$ cat src/rtl/fetch_pkg.sv
// Shared types and defaults for the instruction fetch controller.
package fetch_pkg;

  typedef enum logic [1:0] {
    IDLE   = 2'd0,
    RUN    = 2'd1,
    HALTED = 2'd2
  } fetch_state_t;

  typedef struct packed {
    logic [31:0] pc;
    logic [31:0] instr;
  } fetch_entry_t;

  localparam logic [31:0] DEF_RESET_PC  = 32'h0000_0000;
  localparam logic [31:0] DEF_HALT_WORD = 32'h0000_000C;

endpackage

$ cat src/rtl/fetch_queue.sv
// Two-entry FIFO of fetched {pc, instr} pairs; flush wins over push/pop.
module fetch_queue
  import fetch_pkg::*;
(
  input  logic         clk,
  input  logic         rst,
  input  logic         push,
  input  logic         pop,
  input  logic         flush,
  input  fetch_entry_t din,
  output fetch_entry_t head,
  output logic [1:0]   count
);

  fetch_entry_t ent0, ent1;
  logic         do_push, do_pop;

  assign do_pop  = pop && (count != 2'd0);
  assign do_push = push && ((count < 2'd2) || do_pop);
  // Empty queue presents zeros rather than stale data.
  assign head    = (count != 2'd0) ? ent0 : '0;

  always_ff @(posedge clk) begin
    if (rst) begin
      count <= 2'd0;
      ent0  <= '0;
      ent1  <= '0;
    end else if (flush) begin
      count <= 2'd0;
    end else begin
      case ({do_push, do_pop})
        2'b10: begin
          if (count == 2'd0) ent0 <= din;
          else               ent1 <= din;
          count <= count + 2'd1;
        end
        2'b01: begin
          ent0  <= ent1;
          count <= count - 2'd1;
        end
        2'b11: begin
          if (count == 2'd1) ent0 <= din;
          else begin
            ent0 <= ent1;
            ent1 <= din;
          end
        end
        default: ;
      endcase
    end
  end

endmodule

$ cat src/rtl/instruction_fetch_controller.sv
// Owns the PC, arbitrates the single imem read port between fetch and debug,
// and feeds a 2-entry queue towards decode.
module instruction_fetch_controller
  import fetch_pkg::*;
#(
  parameter logic [31:0] RESET_PC  = DEF_RESET_PC,
  parameter logic [31:0] HALT_WORD = DEF_HALT_WORD
) (
  input  logic        Clk,
  input  logic        Rst,
  input  logic        Start,
  output logic [31:0] IM_Address,
  input  logic [31:0] IM_Instruction,
  output logic        Out_Valid,
  input  logic        Out_Ready,
  output logic [31:0] Out_Instruction,
  output logic [31:0] Out_PC,
  input  logic        Redirect_Valid,
  input  logic [31:0] Redirect_Target,
  input  logic        Dbg_Req,
  input  logic [31:0] Dbg_Addr,
  output logic        Dbg_Ack,
  output logic [31:0] Dbg_Data,
  output logic        Halted
);

  fetch_state_t state;
  logic [31:0]  pc;
  logic         dbg_last;
  logic         dbg_grant;
  logic         pop;
  logic         fetch;
  logic         space;
  logic [1:0]   count;
  fetch_entry_t head;
  fetch_entry_t din;

  // Outside RUN nobody competes for the port; in RUN debug yields every other cycle.
  assign dbg_grant  = Dbg_Req && ((state != RUN) || !dbg_last);
  assign IM_Address = dbg_grant ? {Dbg_Addr[31:2], 2'b00} : pc;

  assign pop   = Out_Valid && Out_Ready;
  assign space = (count < 2'd2) || pop;
  assign fetch = (state == RUN) && !dbg_grant && !Redirect_Valid && space;
  assign din   = '{pc: pc, instr: IM_Instruction};

  fetch_queue u_queue (
    .clk   (Clk),
    .rst   (Rst),
    .push  (fetch),
    .pop   (pop),
    .flush (Redirect_Valid),
    .din   (din),
    .head  (head),
    .count (count)
  );

  assign Out_Valid       = (count != 2'd0);
  assign Out_PC          = head.pc;
  assign Out_Instruction = head.instr;
  assign Halted          = (state == HALTED);

  always_ff @(posedge Clk) begin
    if (Rst) begin
      state    <= IDLE;
      pc       <= RESET_PC;
      dbg_last <= 1'b0;
      Dbg_Ack  <= 1'b0;
      Dbg_Data <= '0;
    end else begin
      dbg_last <= dbg_grant;
      Dbg_Ack  <= dbg_grant;
      if (dbg_grant) Dbg_Data <= IM_Instruction;

      if (Redirect_Valid) pc <= {Redirect_Target[31:2], 2'b00};
      else if (fetch)     pc <= pc + 32'd4;

      case (state)
        IDLE:    if (Start) state <= RUN;
        RUN:     if (fetch && (IM_Instruction == HALT_WORD)) state <= HALTED;
        HALTED:  if (Redirect_Valid) state <= RUN;
        default: state <= IDLE;
      endcase
    end
  end

endmodule

$ cat config.mk
export PLATFORM = sky130hd
export DESIGN_NAME = instruction_fetch_controller
export DESIGN_NICKNAME = d
export VERILOG_FILES = /design/src/rtl/fetch_pkg.sv /design/src/rtl/fetch_queue.sv /design/src/rtl/instruction_fetch_controller.sv
export SDC_FILE = /design/constraint.sdc
export NUM_CORES = 1
export LEC_CHECK = 0
export CORE_MARGIN = 1.5
export CORE_UTILIZATION = 40
export DETAILED_ROUTE_END_ITERATION = 7
export PLACE_DENSITY_LB_ADDON = 0.05
export SYNTH_ARGS = -nofsm -noshare
export SYNTH_HDL_FRONTEND = slang
export SYNTH_SLANG_ARGS = --single-unit
$ cat constraint.sdc
create_clock -name Clk -period 3 [get_ports Clk]
set_clock_uncertainty 0.15 [all_clocks]
set_input_delay 0.3 -clock Clk [delete_from_list [all_inputs] [get_ports Clk]]
set_output_delay 0.3 -clock Clk [all_outputs]
set_load 0.05 [all_outputs]
Word-level counts from Yosys, hierarchy flattened
Cells that the tools add are included.
Widths: inputs -> output; s select.

word-level totals
  logic and storage cells = 69
  output and inout bits = 131
  input port bits = 102
  register bits after elaboration = 197

cells by class
  muxes and demuxes = 15
  add/subtract/negate cells = 3
  bitwise operators = 1
  reduce and logical (&&, ||, !) cells = 25
  magnitude comparators = 1
  equality and inequality tests = 14

operator list
  cell                   number
  $mux 64                5
  $pmux 64 s3            1
  $pmux 64 s2            1
  $mux 32                3
  $add 32x3->32 const B  1
  $eq 32x4->1 const B    1
  $logic_and 1x1->1      8
  $ne 2x2->1 const B     4
  $reduce_bool 2->1      4
  $eq 2x1->1 const B     3
  $eq 2x2->1 const B     3
  $mux 2                 3
  $ne 2x1->1 const B     3
  $pmux 2 s3             1
  $reduce_and 3->1       2
  $logic_not 2->1        2
  $pmux 2 s2             1
  $reduce_and 4->1       1
  $logic_not 1->1        3
  $logic_or 1x1->1       3
  $reduce_bool 3->1      1
  $add 2x1->2 const B    1
  $lt 2x2->1 const B     1
  $reduce_or 2->1        1
  other kinds (2)        2

Depth between registers and ports, before layout
Gate-level depths: netlist of run 1.

  depth in word-level cells = 11
  mapped depth = 9

Cells and area by module
Synthesis of run 1 repeated with hierarchy kept, for this count alone.

unflattened totals
  cell total of the unflattened synthesis = 1,140
  area total of the unflattened synthesis = 8,914.8 um^2

modules (own cells, without submodules)
  module                        times used  area an instance (um^2)  cells an instance
  fetch_queue                   1           5,477.8                  668
  instruction_fetch_controller  1           3,437.0                  472

Worst setup path before layout of run 1
OpenSTA, ideal clock, no wires.

  kind = register -> output
  start = register dbg_last
  end = output port IM_Address[12]
  arrival time = 2,408 ps
  cell stages (with the launch flop) = 6
  buffers on the path = 2
  slack = 142 ps
  cell sequence = dfxtp_1 nand2_1 and2_1 clkbuf_1 clkbuf_1 o21ai_0

on the way
  cells in the longest elaborated chain, start to end = 4

ends and longest elaborated chain
  element                 RTL line                            RTL
  start, declared         instruction_fetch_controller.sv:29  logic dbg_last;
  start signal, assigned  instruction_fetch_controller.sv:71  dbg_last <= dbg_grant;
  $logic_not 1->1         instruction_fetch_controller.sv:39  assign dbg_grant = Dbg_Req && ((state != RUN) || !dbg_last);
  $logic_or 1x1->1        instruction_fetch_controller.sv:39
  $logic_and 1x1->1       instruction_fetch_controller.sv:39
  $mux 32                 instruction_fetch_controller.sv:40  assign IM_Address = dbg_grant ? {Dbg_Addr[31:2], 2'b00} : pc;
  end, declared           instruction_fetch_controller.sv:12  output logic [31:0] IM_Address,

No other way between the ends.

Worst setup path in the final report of run 1
  start = register u_queue.count[1]
  end = output port Out_Instruction[20]

on the way
  cells in the longest elaborated chain, start to end = 2

ends and longest elaborated chain
  element                 RTL line                            RTL
  start, declared         fetch_queue.sv:12                   output logic [1:0] count
  start signal, assigned  fetch_queue.sv:35                   count <= count + 2'd1;
  start signal, assigned  fetch_queue.sv:39                   count <= count - 2'd1;
  $reduce_bool 2->1       fetch_queue.sv:21                   assign head = (count != 2'd0) ? ent0 : '0;
  $mux 64                 fetch_queue.sv:21
  end, declared           instruction_fetch_controller.sv:16  output logic [31:0] Out_Instruction,

No other way between the ends.

==> results of run 1 <==
## registers in the layout (all words and copies together), names as in the netlist
name	cells
u_queue.ent1	62
pc	30
state	2
u_queue.ent0	62
dbg_last	1
u_queue.count	2
Dbg_Data	32
## layer usage
layer	global-route usage	vias to the layer above	share of wire
li1	-	4351	-
met1	0.321	3994	0.48
met2	0.375	221	0.45
met3	0.0595	18	0.061
met4	0.0439	2	0.0078
met5	0	-	0.00026
## metrics by stage
step / hold slack (ns) / cell area, um2 / util / cells
after global routing: 0.200 / 12400 / 0.562 / 1642
after global placement: 0.290 / 11800 / 0.537 / 1611
final: 0.164 / 12400 / 0.562 / 1642
after floorplan: 0.286 / 9070 / - / 1177
after detailed placement: 0.297 / 11800 / 0.537 / 1611
after CTS: 0.173 / 12400 / 0.562 / 1642
## area by class of cell
cell class              instances  area (um2)  share of cell area
multi-input cells             876        4800               0.388
inverters                       7        26.3             0.00212
clock buffers                  18         439              0.0355
flip-flops and latches        191        3820               0.309
well taps                     280         350              0.0283
clock inverters                13         125              0.0101
repair buffers                257        2810               0.227
## Yosys cell counts, types with 3 or more instances
cell type / instances / area share
and4_1: 4 / 0.0039
a31oi_1: 50 / 0.035
a211oi_1: 50 / 0.041
and2_1: 4 / 0.0028
nor4_1: 3 / 0.0021
clkbuf_1: 71 / 0.029
or3_1: 7 / 0.0048
and3_1: 7 / 0.0048
xor2_1: 14 / 0.014
mux2i_1: 40 / 0.044
o22ai_1: 3 / 0.0021
buf_2: 19 / 0.011
nand4_1: 15 / 0.010
nor3_1: 6 / 0.0033
a21oi_1: 109 / 0.060
o21ai_0: 28 / 0.015
a311oi_1: 5 / 0.0048
buf_4: 9 / 0.0075
xnor2_1: 4 / 0.0039
nor4b_1: 3 / 0.0029
dfxtp_1: 191 / 0.42
inv_1: 7 / 0.0029
ha_1: 3 / 0.0041
nor2_1: 64 / 0.027
nand3_1: 17 / 0.0094
nor2b_1: 65 / 0.045
nand2_1: 320 / 0.13
o21bai_1: 23 / 0.019
nand2b_1: 3 / 0.0021
## worst register-to-register path, cell delays in order, from the launching register on
cell,delay [ns]
dfxtp_1,0.32
inv_1,0.13
ha_2,0.21
buf_4,0.36
nand4_1,0.30
a21oi_4,0.25
buf_4,0.39
nor2_1,0.09
a211oi_1,0.23
## logic make-up after synthesis
| group | Yosys count | synth area share |
|---|---|---|
| AND/OR/NAND/NOR | 531 | 0.266 |
| AO/OA/AOI/OAI | 278 | 0.190 |
| flip-flops | 191 | 0.422 |
| buffers and inverters | 110 | 0.0533 |
| multiplexers | 42 | 0.0467 |
| XOR/XNOR | 18 | 0.0174 |
| adder cells (fa/ha/maj) | 3 | 0.00415 |
| other | 1 | 0.000414 |
## report_power, final
group	internal, mW	switching, mW	total [mW]
clock network	1.12	1.10	2.21
logic	0.477	0.655	1.13
registers	2.65	0.0909	2.74
## final timing paths
| check | start | endpoint | cells past startpoint |
|---|---|---|---|
| max | u_queue.count[1]$_SDFFE_PP0P_ | Out_Instruction[20] | 5 |
| min | Rst | u_queue.ent1[25]$_SDFFE_PP0P_ | 2 |
| max reg2reg | u_queue.count[1]$_SDFFE_PP0P_ | u_queue.ent0[7]$_SDFFE_PP0P_ | 8 |
| min reg2reg | Dbg_Data[28]$_SDFFE_PP0P_ | Dbg_Data[28]$_SDFFE_PP0P_ | 2 |
## timing repair
action | 4_1_cts | 5_1_grt
hold endpoints to repair | 0 | 0
resized for setup | 18 | 0
setup endpoints to repair | 18 | 0
==> impl_summary.md, run 1 <==
Route
The number of vias per cell is about 5.2. After detailed routing, the average wire length per cell comes to roughly 17 um. The aggregate routed wire length is 27.3 mm. The number of iterations in the first detailed-routing pass is 4. In the routed design, unresolved DRC markers number 0. The detail route stage leaves a number of antenna-violating nets equal to 0. The detailed router placed approximately 8600 vias in this run. The initial detailed-routing violation count is around 430.

Logic synthesis
The synthesized netlist contains between 50 and 60 unique library cells. Of the synthesized area, sequential elements account for 0.422. Of all flip-flops after synthesis, the portion carrying an async set or reset was 0. The synthesized design contains around 190 register bits.

The most used flip-flop cell after synthesis is dfxtp_1. In this run the mean area of a mapped cell was between 7 and 8 um2. The instance count of the mapped netlist is 1174. The Yosys step of the flow raised 0 warnings.

Yosys mapped a number of flops with a built-in enable equal to 0. After synthesis the cells add up to approximately 0.0091 mm2.

STA
The time the worst path needs with I/O delays and setup is about 2.8 ns. Setup repair after global routing left no endpoint under its margin. The highest clock rate is ~360 MHz. The final setup violation count is 0.

The share of the clock period used by the worst path is 0.926. For the pin with the worst max-slew slack, the measured transition is 0.715 ns. The number of pins with negative max-slew slack in the final report is 0. Adding up every negative setup slack in the final design gives 0 ns. The post-layout worst setup margin is ~0.22 ns.

The count of final hold-check violations came to 0. The tightest slew margin relative to the limit is 0.521.

CTS
The clock root buffer is clkbuf_16. The CTS tree is built. Clock-pin slew was measured on the worst setup and hold paths at 0.08 ns. The sink count of the clock tree is roughly 190.

The buffer levels on the longest clock path is 2. The post-CTS setup repair buffer count is 0. The worst-skew pair later-pin latency is 0.44 ns. The total CTS buffers is 17. The hold buffer count at CTS is 0.

CTS built an H-tree with a depth of 4.

Placement
The port buffer count is around 220. The total half-perimeter wirelength after legalization and detailed placement is roughly 18 mm. The final RePlAce weighted congestion is 0.793. Before CTS, the worst setup slack after placement is between 0.3 and 0.4 ns.

Finish
In the layout the commonest cells are nand2_1 (318), dfxtp_1 (191), clkdlybuf4s50_1 (162). The share of final-layout standard cells stronger than drive strength 1 is 0.0947. The count of filler cells inserted in the layout is 2110. The repair_antennas step left the layout with diodes totalling 0. The most common cell after layout, fill and taps aside is nand2_1. Compared with the post-synthesis result, the final layout area differs by 36.7%. The final net count is 1455.

Setup path
Traced cell by cell, the critical path runs through inv_1 -> ha_2 -> buf_4 -> nor2b_1 -> clkdlybuf4s50_1. Among all stages on the critical path, the largest delay is contributed by clkdlybuf4s50_1. STA puts the critical path data arrival time at 2.33 ns. The type of destination of the critical path is a primary output. The startpoint-to-endpoint class of the critical path is reg -> out.

The worst setup path is launched from a flop. The required time at the worst-slack endpoint is around 2.6 ns. On the worst path, the slowest cell contributes a delay of between 0.8 and 0.9 ns. The register-to-register setup slack is 0.49 ns. Together, buffers and inverters on the worst path number 3. The family with the most delay on the worst path is buffers and inverters.

The largest fanout of any net on the critical path is 30.

Pwr
In this run the static leakage power is 4.45 nW. Power comes to slightly above 6 mW. For this design the ratio of total power to cell area is 491 mW/mm2. The maximum resistive drop on vdd is about 0.35 mV.

Status
The flow ran to the end, and the final reports show no timing, DRC or antenna violations.

Global routing
The number of global-route vias before repair is slightly above 8000. The first global-routing pass estimated between 40 and 50 mm of wire. The pin count of the biggest net entering global routing is 76. The all-layer global routing usage is 0.234. The leftover overflow at the end of global routing is 0. The initial antenna violation count came to 1.

Floorplan
The die covers about 0.024 mm2. For this design the top-level I/O count stands at ~230. The region available for standard cell placement spans about 0.022 mm2. The x dimension of the die is around 150 um.

From bottom edge to top edge, the die measures between 150 and 200 um. The starting utilization of the core area is 0.411. The number of rows in the core area is between 50 and 60.

Job
The max-capacitance violation count is 0.

Min path
The tightest min-delay check is of the in -> reg type.
Power figures use the tool's default switching activity.
==> run 2: changes to the inputs <==
--- a/config.mk
+++ b/config.mk
@@ -8,6 +8,7 @@
 export CORE_MARGIN = 1.5
 export CORE_UTILIZATION = 40
 export DETAILED_ROUTE_END_ITERATION = 7
+export GPL_ROUTABILITY_DRIVEN = 0
 export PLACE_DENSITY_LB_ADDON = 0.05
 export SYNTH_ARGS = -nofsm -noshare
 export SYNTH_HDL_FRONTEND = slang
==> results of run 2 <==
The final DEF is identical to that of run 1; final timing and power are the same.
==> run 3: changes to the inputs <==
--- a/config.mk
+++ b/config.mk
@@ -5,10 +5,14 @@
 export SDC_FILE = /design/constraint.sdc
 export NUM_CORES = 1
 export LEC_CHECK = 0
+export CELL_PAD_IN_SITES_DETAIL_PLACEMENT = 1
+export CELL_PAD_IN_SITES_GLOBAL_PLACEMENT = 1
 export CORE_MARGIN = 1.5
-export CORE_UTILIZATION = 40
+export CORE_UTILIZATION = 35
 export DETAILED_ROUTE_END_ITERATION = 7
 export GPL_ROUTABILITY_DRIVEN = 0
+export GPL_TIMING_DRIVEN = 1
+export MAX_ROUTING_LAYER = met4
 export PLACE_DENSITY_LB_ADDON = 0.05
 export SYNTH_ARGS = -nofsm -noshare
 export SYNTH_HDL_FRONTEND = slang
==> impl_summary.md, run 3 (synthesis results as in run 1) <==
Route
The remaining routing DRC violations is 0. In the final routed layout, each cell accounts on average for ~18 um. The via count is between 8000 and 9000.

For this block, the initial DRC count from the detailed router was 422. The aggregate routed wire length is slightly above 30 mm. The number of iterations in the first detailed-routing pass is 4. The count of nets left with antenna violations once routing finished came out at 0. Using the TritonRoute via totals, the vias-per-cell ratio works out to approximately 5.2.

Setup path
The critical path startpoint is u_queue.count[1]$_SDFFE_PP0P_. Traced cell by cell, the critical path runs through inv_1 -> ha_2 -> buf_12 -> nor2b_1 -> clkdlybuf4s50_1. The critical path launch point type is a flop. The startpoint-to-endpoint class of the critical path is reg -> out. For this design, the slowest cell found on the critical path is clkdlybuf4s50_1. The critical path's largest stage delay is 0.82 ns. The worst setup path is captured at a primary output. In this run the critical register-to-register path is launched from u_queue.count[1]$_SDFFE_PP0P_. The data arrival time of the critical path is 2.45 ns. Of all nets on the critical path, the largest fanout is 52. The worst reg-to-reg path cell count is 8. The required time at the worst-slack endpoint is between 2 and 3 ns.

Global routing
The leftover overflow at the end of global routing is 0. The initial antenna violation count was 0. The number of global-route vias before repair is 8932. Entering global routing, the biggest net connects 73 pins. The first global-routing pass estimated between 40 and 50 mm of wire.

The all-layer global routing usage is 0.238.

Job
The max-capacitance violation count is 0.

Pwr
The total power per unit cell area is 506 mW/mm2. Total power for the finished layout comes to about 6.3 mW. Summed over all cells, the static leakage comes to about 4.5 nW. Across the VDD grid, the largest voltage drop is roughly 0.39 mV.

Finish
The number of inserted diodes is 0. The multi-input combinational cells in the finished layout cover a total of roughly 0.0048 mm2. The largest registers in the layout are u_queue.ent0 (62), u_queue.ent1 (62), Dbg_Data (32). The final net count is around 1500. The register area is 0.00382 mm2. The most common cell after layout, fill and taps aside is nand2_1.

The share of final-layout standard cells stronger than drive strength 1 is 0.0952. Leaving out fill and tap cells, the most frequent cells in the layout are nand2_1 (318), dfxtp_1 (191), clkdlybuf4s50_1 (173). The area growth from synthesis to layout is 37.6%. The count of filler cells inserted in the layout is around 3000.

STA
The actual transition at the worst max-transition pin is roughly 0.63 ns. The post-layout worst setup margin is roughly 0.10 ns. Derived from the worst setup path, the maximum achievable clock frequency is 345 MHz. The time the worst path needs with I/O delays and setup is slightly below 3 ns. Of the available clock period, the critical path in the final layout requires 0.966. The number of pins with negative max-slew slack in the final report was 0.

Setup violations remaining at the end of the flow were counted as 0. The aggregate negative setup slack is 0 ns. The tightest slew margin relative to the limit is 0.576. Setup repair after global routing left no endpoint under its margin.

The count of final hold-check violations is 0.

Status
The flow ran to the end, and the final reports show no timing, DRC or antenna violations.

Floorplan
The starting utilization of the core area is 0.359. The die covers 0.0268 mm2. During I/O placement, the number of pins put on the boundary was about 230. The die height is 164 um.

The core region is around 0.025 mm2. The die is roughly 160 um wide. The number of rows in the core area is 58.

CTS
Clock-pin slew was measured on the worst setup and hold paths at 0.08 ns. In this run the clock root is driven by a clkbuf_16. The worst-skew pair later-pin latency is 0.44 ns. Clock tree synthesis found a total of around 190 sinks. The total CTS buffers is 17. The CTS tree is built. The H-tree was split into 4 levels. Counting along the longest clock path gives a buffer depth of 2. In this run the post-CTS setup repair buffer count came out at 0.

Placement
The total half-perimeter wirelength after legalization and detailed placement is 20.9 mm. During placement, the flow inserted port buffers numbering around 220. Prior to clock tree synthesis, the placed netlist has a worst setup slack of around 0.30 ns.

Min path
The worst min-delay path category is in -> reg. The startpoint identified for the worst hold timing path is Rst. The worst hold path passes through 2 cells.
[run 3: cell type report]
| type | count | share of cell area |
|---|---|---|
| multi-input combinational | 876 | 0.386 |
| clock inverter | 14 | 0.0159 |
| tap | 330 | 0.0331 |
| clock buffer | 18 | 0.0344 |
| sequential | 191 | 0.307 |
| inverter | 7 | 0.00211 |
| timing repair buffer | 260 | 0.222 |
[run 3: path summary, 6_finish.rpt]
path	to	slack [ns]
worst min-delay path	Dbg_Data[19]$_SDFFE_PP0P_	0.15
worst min register to register	u_queue.ent0[27]$_SDFFE_PP0P_	0.30
worst max register to register	pc[17]$_SDFFE_PP0P_	0.29
worst max-delay path	Out_Instruction[13]	0.10
[run 3: timing repair]
| item | in CTS | in global routing |
|---|---|---|
| gates resized for setup | 1 | 8 |
| hold endpoints to repair | 0 | 0 |
| hold buffers | 0 | 0 |
| pin swaps | 0 | 0 |
| setup endpoints to repair | 1 | 8 |
[run 3: layer usage]
| metal | track usage | up-vias | part of all wire |
|---|---|---|---|
| met5 | - | - | 0 |
| met4 | 0.0558 | 0 | 0.011 |
| met3 | 0.0278 | 19 | 0.034 |
| met2 | 0.406 | 177 | 0.49 |
| met1 | 0.301 | 4323 | 0.46 |
| li1 | - | 4364 | - |
[run 3: power breakdown]
part | internal (mW) | switching, mW
logic | 0.450 | 0.671
clock network | 1.29 | 1.15
registers | 2.65 | 0.0917
total | 4.38 | 1.92
[run 3: through the flow]
| stage | cells | instance area, um2 | utilization | hold slack, ns |
|---|---|---|---|---|
| after floorplan | 1177 | 9070 | - | 0.286 |
| after global placement | 1664 | 11800 | 0.468 | 0.291 |
| after detailed placement | 1664 | 11800 | 0.468 | 0.298 |
| after CTS | 1696 | 12400 | 0.493 | 0.157 |
| after global routing | 1696 | 12500 | 0.493 | 0.181 |
| final | 1696 | 12500 | 0.493 | 0.153 |
[run 3: worst max-delay path, delay by kind of cell (launching register included)]
kind | cells | cell delay, ns
buffers and inverters | 3 | 1.17
flip-flops | 1 | 0.45
adder cells (fa/ha/maj) | 1 | 0.22
AND/OR/NAND/NOR | 1 | 0.16
